[src/rtl/tpu_pkg.sv]
// Shared TPU types and default widths for the activation control path.
// Activation codes, instruction field widths and the accumulator-to-activation latency.
package tpu_pkg;

  localparam int ACC_ADDR_WIDTH_DEF = 9;
  localparam int BUF_ADDR_WIDTH_DEF = 24;
  localparam int LEN_WIDTH_DEF      = 32;
  localparam int PIPE_DELAY_DEF     = 4;

  typedef enum logic [1:0] {
    no_activation = 2'd0,
    relu          = 2'd1,
    sigmoid       = 2'd2,
    tanh_act      = 2'd3
  } activation_type;

  typedef enum logic [1:0] {
    IDLE  = 2'd0,
    READ  = 2'd1,
    DRAIN = 2'd2
  } ctrl_state_t;

endpackage

[src/rtl/valid_addr_delay.sv]
// Fixed-depth shift register carrying a valid bit and an address alongside it.
// pending reports valid entries still upstream of the output stage.
module valid_addr_delay #(
  parameter int WIDTH = 24,
  parameter int DEPTH = 4
) (
  input  logic             clk,
  input  logic             rst,
  input  logic             in_valid,
  input  logic [WIDTH-1:0] in_addr,
  output logic             out_valid,
  output logic [WIDTH-1:0] out_addr,
  output logic             pending
);

  logic [DEPTH-1:0] valid_sr;
  logic [WIDTH-1:0] addr_sr [DEPTH];

  // Shift valid and address one stage per cycle; reset flushes every stage.
  always_ff @(posedge clk) begin
    if (rst) begin
      valid_sr <= {DEPTH{1'b0}};
      for (int i = 0; i < DEPTH; i++) begin
        addr_sr[i] <= {WIDTH{1'b0}};
      end
    end else begin
      valid_sr[0] <= in_valid;
      addr_sr[0]  <= in_addr;
      for (int i = 1; i < DEPTH; i++) begin
        valid_sr[i] <= valid_sr[i-1];
        addr_sr[i]  <= addr_sr[i-1];
      end
    end
  end

  // Any valid entry in the stages before the output one.
  always_comb begin
    pending = 1'b0;
    for (int i = 0; i < DEPTH - 1; i++) begin
      pending = pending | valid_sr[i];
    end
  end

  assign out_valid = valid_sr[DEPTH-1];
  assign out_addr  = addr_sr[DEPTH-1];

endmodule

[src/rtl/activation_control.sv]
// Sequences one activation instruction: streams accumulator reads, then
// drains the activation pipeline into delayed unified-buffer writes.
module activation_control
  import tpu_pkg::*;
#(
  parameter int ACC_ADDR_WIDTH = ACC_ADDR_WIDTH_DEF,
  parameter int BUF_ADDR_WIDTH = BUF_ADDR_WIDTH_DEF,
  parameter int LEN_WIDTH      = LEN_WIDTH_DEF,
  parameter int PIPE_DELAY     = PIPE_DELAY_DEF
) (
  input  logic                      clk,
  input  logic                      rst,
  input  logic                      instr_en,
  input  logic [ACC_ADDR_WIDTH-1:0] instr_acc_addr,
  input  logic [BUF_ADDR_WIDTH-1:0] instr_buf_addr,
  input  logic [LEN_WIDTH-1:0]      instr_length,
  input  activation_type            instr_act,
  input  logic                      instr_signed,
  output logic                      busy,
  output logic                      resource_busy,
  output logic [ACC_ADDR_WIDTH-1:0] acc_read_addr,
  output logic                      act_enable,
  output activation_type            act_function,
  output logic                      act_signed,
  output logic [BUF_ADDR_WIDTH-1:0] buf_write_addr,
  output logic                      buf_write_en
);

  ctrl_state_t               state;
  logic [LEN_WIDTH-1:0]      remaining;
  logic [BUF_ADDR_WIDTH-1:0] buf_addr;
  logic                      pending;

  // Control FSM; every output it drives is a register.
  always_ff @(posedge clk) begin
    if (rst) begin
      state         <= IDLE;
      busy          <= 1'b0;
      resource_busy <= 1'b0;
      act_enable    <= 1'b0;
      acc_read_addr <= {ACC_ADDR_WIDTH{1'b0}};
      act_function  <= no_activation;
      act_signed    <= 1'b0;
      remaining     <= {LEN_WIDTH{1'b0}};
      buf_addr      <= {BUF_ADDR_WIDTH{1'b0}};
    end else begin
      case (state)
        IDLE: begin
          if (instr_en && (instr_length != {LEN_WIDTH{1'b0}})) begin
            state         <= READ;
            busy          <= 1'b1;
            resource_busy <= 1'b1;
            act_enable    <= 1'b1;
            acc_read_addr <= instr_acc_addr;
            buf_addr      <= instr_buf_addr;
            remaining     <= instr_length;
            act_function  <= instr_act;
            act_signed    <= instr_signed;
          end else begin
            state <= IDLE;
          end
        end
        READ: begin
          // buf_addr feeds the delay line alongside this cycle's read.
          buf_addr <= buf_addr + BUF_ADDR_WIDTH'(1);
          if (remaining == LEN_WIDTH'(1)) begin
            state         <= DRAIN;
            resource_busy <= 1'b0;
          end else begin
            remaining     <= remaining - LEN_WIDTH'(1);
            acc_read_addr <= acc_read_addr + ACC_ADDR_WIDTH'(1);
          end
        end
        DRAIN: begin
          // Output stage holds the final write when nothing is left upstream.
          if (buf_write_en && !pending) begin
            state      <= IDLE;
            busy       <= 1'b0;
            act_enable <= 1'b0;
          end else begin
            state <= DRAIN;
          end
        end
        default: begin
          state         <= IDLE;
          busy          <= 1'b0;
          resource_busy <= 1'b0;
          act_enable    <= 1'b0;
        end
      endcase
    end
  end

  valid_addr_delay #(
    .WIDTH(BUF_ADDR_WIDTH),
    .DEPTH(PIPE_DELAY)
  ) u_write_delay (
    .clk      (clk),
    .rst      (rst),
    .in_valid (resource_busy),
    .in_addr  (buf_addr),
    .out_valid(buf_write_en),
    .out_addr (buf_write_addr),
    .pending  (pending)
  );

endmodule

[config.mk]
export PLATFORM = sky130hd
export DESIGN_NAME = activation_control
export DESIGN_NICKNAME = d
export VERILOG_FILES = /design/src/rtl/tpu_pkg.sv /design/src/rtl/valid_addr_delay.sv /design/src/rtl/activation_control.sv
export SDC_FILE = /design/constraint.sdc
export NUM_CORES = 1
export LEC_CHECK = 0
export ABC_AREA = 1
export BUFFER_PORTS_ARGS = -buffer_cell sky130_fd_sc_hd__buf_4
export CAP_MARGIN = 20
export CELL_PAD_IN_SITES_DETAIL_PLACEMENT = 1
export CELL_PAD_IN_SITES_GLOBAL_PLACEMENT = 1
export CORE_ASPECT_RATIO = 1.4
export CORE_MARGIN = 5
export CORE_UTILIZATION = 43
export CTS_CLUSTER_DIAMETER = 50
export DETAILED_ROUTE_END_ITERATION = 10
export PLACE_DENSITY_LB_ADDON = 0.25
export SLEW_MARGIN = 20
export SYNTH_ARGS = -nofsm -noshare
export SYNTH_HDL_FRONTEND = slang
export SYNTH_SLANG_ARGS = --single-unit
[constraint.sdc]
create_clock -name clk -period 2.7 [get_ports clk]
set_input_delay 0.27 -clock clk [delete_from_list [all_inputs] [get_ports clk]]
set_output_delay 0.27 -clock clk [all_outputs]
set_load 0.02 [all_outputs]
# Word level (Yosys, flattened, before mapping)
# Memory sizes are Yosys's and may differ from the RTL's.
# Index checks and enable logic that the tools add are counted.
[word_totals]
word_cells = 63
output_inout_bits = 40
mem_count = 1
ram_bits = 96
input_bits = 71
reg_bits = 76
[memory_table]
columns = ["memory", "depth", "word_bits", "rd", "rd_ports_with_merged_regs", "wr", "line", "source"]
rows = [
  ["u_write_delay.addr_sr", 4, 24, 4, 0, 4, "valid_addr_delay.sv:17", "logic [WIDTH-1:0] addr_sr [DEPTH];"],
]
[classes]
mux = 24
bitwise_logic = 8
addsub = 3
n_reduce_logical = 11
eq_ne = 7
[ops]
columns = ["op", "count"]
rows = [
  ["two-way mux 24 bit", 5],
  ["two-way mux 32 bit", 2],
  ["case mux 32 bit (2 select lines)", 1],
  ["case mux 24 bit (2 select lines)", 1],
  ["== test 32 x 1 -> 1 bit (second input constant)", 1],
  ["nonzero test 32 bit", 1],
  ["subtractor 32 x 1 -> 32 bit (second input constant)", 1],
  ["adder 24 x 1 -> 24 bit (second input constant)", 1],
  ["two-way mux 9 bit", 2],
  ["case mux 9 bit (2 select lines)", 1],
  ["adder 9 x 1 -> 9 bit (second input constant)", 1],
  ["AND reduction 3 bit", 3],
  ["inequality test 2 bit (second input constant)", 4],
  ["two-way mux 1 bit", 7],
  ["OR 1 bit", 6],
  ["case mux 1 bit (3 select lines)", 2],
  ["case mux 2 bit (3 select lines)", 1],
  ["two-way mux 2 bit", 2],
  ["AND reduction 2 bit", 2],
  ["== test 2 x 1 -> 1 bit (second input constant)", 1],
  ["== test 2 bit (second input constant)", 1],
  ["logical AND 1 bit", 2],
  ["zero test 2 bit", 1],
  ["inverter 1 bit", 2],
  ["2 further kinds", 2],
]

# Depth between registers and ports, before layout
[logic_depth]
word_depth = 6
depth_mapped = 13

# Cells and area by module
# A second synthesis with hierarchy kept.
[unflattened]
cells_unflattened = 1279
hier_area_um2 = 8247.9
[modules_own_cells]
columns = ["module", "cells_each", "area_each_um2", "n_inst"]
rows = [
  ["activation_control", 966, 5338.9, 1],
  ["valid_addr_delay", 313, 2909.0, 1],
]

# Least setup slack after synthesis
# Ideal clock, no wire load.
[synth_path]
path_kind = "flip-flop to flip-flop"
startpoint = "register acc_read_addr[0]"
endpoint = "register acc_read_addr[8]"
path_slack_ns = 1.207
n_path_buf = 0
synth_period_minus_slack_ns = 1.493
stages_incl_launch_ff = 10
t_arrival_ns = 1.429
path_cell_list = "dfxtp_1 > ha_1 > nand3_1 > nor2_1 > nand2_1 > o21ai_0 > nand2_1 > o21ai_0 > nor2_1 > nor2_1"
[synth_between]
elab_chain_len = 3
[synth_rtl]
columns = ["element", "line", "source"]
rows = [
  ["start: declaration", "activation_control.sv:21", "output logic [ACC_ADDR_WIDTH-1:0] acc_read_addr,"],
  ["start signal: assignment", "activation_control.sv:41", "acc_read_addr <= {ACC_ADDR_WIDTH{1'b0}};"],
  ["start signal: assignment", "activation_control.sv:54", "acc_read_addr <= instr_acc_addr;"],
  ["start signal: assignment", "activation_control.sv:71", "acc_read_addr <= acc_read_addr + ACC_ADDR_WIDTH'(1);"],
  ["adder 9 x 1 -> 9 bit", "activation_control.sv:71", ""],
  ["two-way mux 9 bit", "activation_control.sv:66", "if (remaining == LEN_WIDTH'(1)) begin"],
  ["case mux 9 bit (2 select lines)", "activation_control.sv:47", "case (state)"],
]
# No other way between the ends. The select of a mux whose other input is x is not followed.
# A chain may end at the register's enable or synchronous reset.

# Final worst setup path
[layout_path]
startpoint = "register remaining[6]"
endpoint = "register remaining[9]"
[layout_between]
elab_chain_len = 3
[layout_rtl]
columns = ["element", "line", "source"]
rows = [
  ["start: declaration", "activation_control.sv:30", "logic [LEN_WIDTH-1:0] remaining;"],
  ["start signal: assignment", "activation_control.sv:44", "remaining <= {LEN_WIDTH{1'b0}};"],
  ["start signal: assignment", "activation_control.sv:56", "remaining <= instr_length;"],
  ["start signal: assignment", "activation_control.sv:70", "remaining <= remaining - LEN_WIDTH'(1);"],
  ["subtractor 32 x 1 -> 32 bit / == test 32 x 1 -> 1 bit (equally long branches)", "activation_control.sv:70, activation_control.sv:66", ""],
  ["two-way mux 32 bit / inequality test 2 bit (equally long branches)", "-", ""],
  ["case mux 32 bit (2 select lines) / AND reduction 3 bit (equally long branches)", "-", ""],
]
# Parallel ways exist; a longest one is shown, timed or not. The select of a mux whose other input is x is not followed.

==> results.txt <==
The post-route worst setup slack was 0.525 ns; the multiplexer fraction of the synthesized cell area was 0.122%. The first global-routing pass estimated 41600 µm of wire. The net count of the finished layout is 1454. The count of buffers added on input and output ports is 110.

The clock sink total is 172. Counting the fill cells in the layout gives 2572. The completed layout was analyzed and its total power is 0.00709 W. The run gives 0 as the number of antenna violations at the first check in global routing. Power spread over the standard cell area amounts to 724 nW/µm². The synthesis-stage register bit count was 172. The post-route netlist has 13.1% of its cells at a drive strength greater than 1. Counting every instance in the synthesized netlist gives 1290. In this run the worst setup path begins at remaining[6]. Worst slew margin relative to its limit: 54.0%.

The run gives 4.66 nW as the reported leakage power. Ranked by instance count, the synthesized netlist is headed by nor2_1 (332), nand2_1 (299), inv_1 (182). In this run, distinct cell masters in the synthesized netlist total 36.

Counting along the longest clock path gives a buffer depth of 2. The synthesized netlist occupies a cell area of 8200 µm². The highest ir drop seen on vdd was 0.444 mV; the pin count of the biggest net entering global routing was 62.

For the finished layout cell area, the log shows 9790 µm². The tools report the final-report hold violation count as 0. The number of placement rows was 59.

The total area inside the core boundary comes to 18700 µm². Setup violations remaining at the end of the flow were counted as 0. TritonCTS built the clock tree. For this run, design rule violations remaining after detail routing come to 0.

Post-synthesis net count: 1365. The starting utilization of the core area was 43.9%; the antenna diode count was 0. The number of enable-type register cells in the synthesized netlist was 0. Kind of critical path: register to register. In this run the most critical hold path is launched from rst. The synthesized area divided by synthesized cell count was 6.36 µm².

Count of final max-slew check failures: 0. The startpoint of the worst-slack reg-to-reg timing path was remaining[6]. The wire-length estimate of the detail-placed layout is 18200 µm. Before antenna repair, the detailed router went through 5 iterations. Warning count from the yosys run: 0.

Gates resized during post-CTS repair numbered 0. Global routing finished with a remaining overflow of 0. The run finished with clean final reports. The endpoint required time on the critical path was 3.07 ns; the share of flip-flops with an asynchronous set or reset after synthesis was 0%. The maximum clock frequency is 0.460 GHz, and the final critical-path share of the clock period is 80.6%. The mean routed wirelength per cell came out at 15.5 µm. The largest total area in the synthesized netlist belongs to dfxtp_1.

For the final wirelength, the log shows 25400 µm. For the die outline area, the log shows 22000 µm². The critical path startpoint category was a register.

The worst path needs 2.18 ns of the cycle, external delays included. At the worst endpoint, the arrival time is 2.54 ns. The most used flip-flop cell after synthesis is dfxtp_1.

STA classifies the critical path endpoint as a register. In this run the cell area measured after placement is 9220 µm². In the final timing run, aggregate negative setup slack is 0 ns.

Across every metal layer, demand over resource in global routing totals 23.3%. For this run, the register share of the synthesized area comes to 42.0%. Once the clock tree was built, the setup fixing pass inserted 0 buffers. The tools report the root cell of the clock tree as clkbuf_16. Along the worst path, the maximum fanout reaches 24.

Adder-cell share of the synthesized area: 0.610%. The run gives 111 as the boundary pin count. The insertion delay of the later-clocked pin in the worst-skew pair is 0.44 ns, and the share of the synthesized area in the top cell type is 42.0%. By area the synthesized netlist is led by dfxtp_1 (42%), nor2_1 (15%), nand2_1 (14%). At the end of routability-driven placement, the weighted congestion stood at 0.921. Of the total synthesized cell area, the portion taken by XOR and XNOR cells is 0.748%. Prior to clock tree synthesis, the placed netlist has a worst setup slack of 0.414 ns.

In this run the horizontal extent of the chip is 127 µm. Summing the areas of all and, or, nand and nor instances in the mapped netlist gives 40.4% of the synthesized area. The classification of the worst-slack hold path is input pin to register.

After synthesis, the largest family of logic cells by area is simple AND/OR/NAND/NOR gates. The cell with the most instances after synthesis was nor2_1. In this run, the number of DRC markers left after iteration 0 of detailed routing was 362.

The detail route stage leaves a number of antenna-violating nets equal to 0. The count of hold buffers inserted by post-cts repair was 0. The clock tree synthesis step divided the H-tree into 4 levels.

Compared with the post-synthesis result, the final layout area differs by 19.5%. The share of the synthesized area in compound gates (AO/OA/AOI/OAI) was 4.53%; the count of max-cap constraint violations was 0. Clock transition at the registers of the reported paths: 0.07 ns.

The floorplan die height is 173 µm, and the total vias in the final route is 8202. Dividing the detail-routed via count by the number of cells gives 5.01. For the pin with the worst max-slew slack, the measured transition is 0.690 ns. Number of global-route vias before repair: 8705.

The number of clock buffers added by TritonCTS is 17. On the final layout, the worst clock skew is 0.00970 ns. Setup repair after global routing left no endpoint under its margin.
cells in the final DEF, fill, tap and decap left out, types with 8 or more instances in the layout:
cell,netlist,final
nor2_1,332,332
nand2_1,299,299
inv_1,182,181
dfxtp_1,172,172
buf_4,4,120
nand3_1,115,115
o21ai_0,38,38
a21oi_1,20,20
clkbuf_16,0,17
nor2_2,15,14
nand4_1,13,13
nand3b_1,8,8
sequential cells by signal, indices dropped and copies added, names as in the netlist:
name	count
remaining	32
act_function	2
u_write_delay.addr_sr	96
acc_read_addr	9
u_write_delay.valid_sr	4
state	2
act_signed	1
resource_busy	1
act_enable	1
buf_addr	24
power by group:
| group | leakage, nW | switching, W | total, W | internal [W] |
|---|---|---|---|---|
| Combinational | 2.97 | 0.00115 | 0.00173 | 0.000580 |
| Sequential | 1.41 | 0.000191 | 0.00295 | 0.00276 |
| Clock | 0.278 | 0.00117 | 0.00240 | 0.00124 |
| Total | 4.66 | 0.00251 | 0.00709 | 0.00458 |
path summary, 6_finish.rpt:
path                                  endpoint  slack, ns  depth (start not counted)
hold / removal     u_write_delay.addr_sr[3][3]       0.04                          2
hold reg to reg   u_write_delay.addr_sr[2][19]       0.40                          2
setup / recovery                  remaining[9]       0.52                         10
setup reg to reg                  remaining[9]       0.52                         10
worst max-delay path, stage by stage, from the launching register on:
cell and delay [ns]:
dfxtp_1 0.34, nor2_1 0.23, nand2_1 0.16, nor2_1 0.17, nand4_2 0.16, nand2_4 0.25
nand2_4 0.11, inv_2 0.27, buf_12 0.22, nor2_1 0.07, nor2_1 0.09
logic make-up after synthesis:
kind of cell	after synthesis
compound gates	69
xor+xnor	7
fa+ha+maj	4
buf+inv	238
flops	172
mux	1
simple gates	799
area by class of cell:
type,count,area (µm²),share of cell area (%)
multi-input cells,880,3810,38.9
flip-flops and latches,172,3440,35.2
repair buffers,123,961,9.81
inverters,185,694,7.09
clock buffers,18,429,4.38
well taps,244,305,3.12
clock inverters,14,150,1.53
stage by stage:
| step | std cells | hold slack (ns) | utilization [%] |
|---|---|---|---|
| 2_1_floorplan | 1290 | 0.388 | - |
| 5_1_grt | 1636 | 0.0291 | 52.4 |
| 4_1_cts | 1636 | 0.0224 | 52.4 |
| 6_report | 1636 | 0.0368 | 52.4 |
| 3_5_place_dp | 1604 | 0.395 | 49.3 |
| 3_3_place_gp | 1604 | 0.389 | 49.3 |
per-layer routing:
metal | wire length, µm | vias up | global-route usage, %
met5 | 0 | - | 0
met4 | 1160 | 0 | 12.2
met3 | 773 | 72 | 3.14
met2 | 14200 | 153 | 46.1
met1 | 9310 | 3894 | 22.8
li1 | - | 4083 | -
Power figures use the tool's default switching activity.
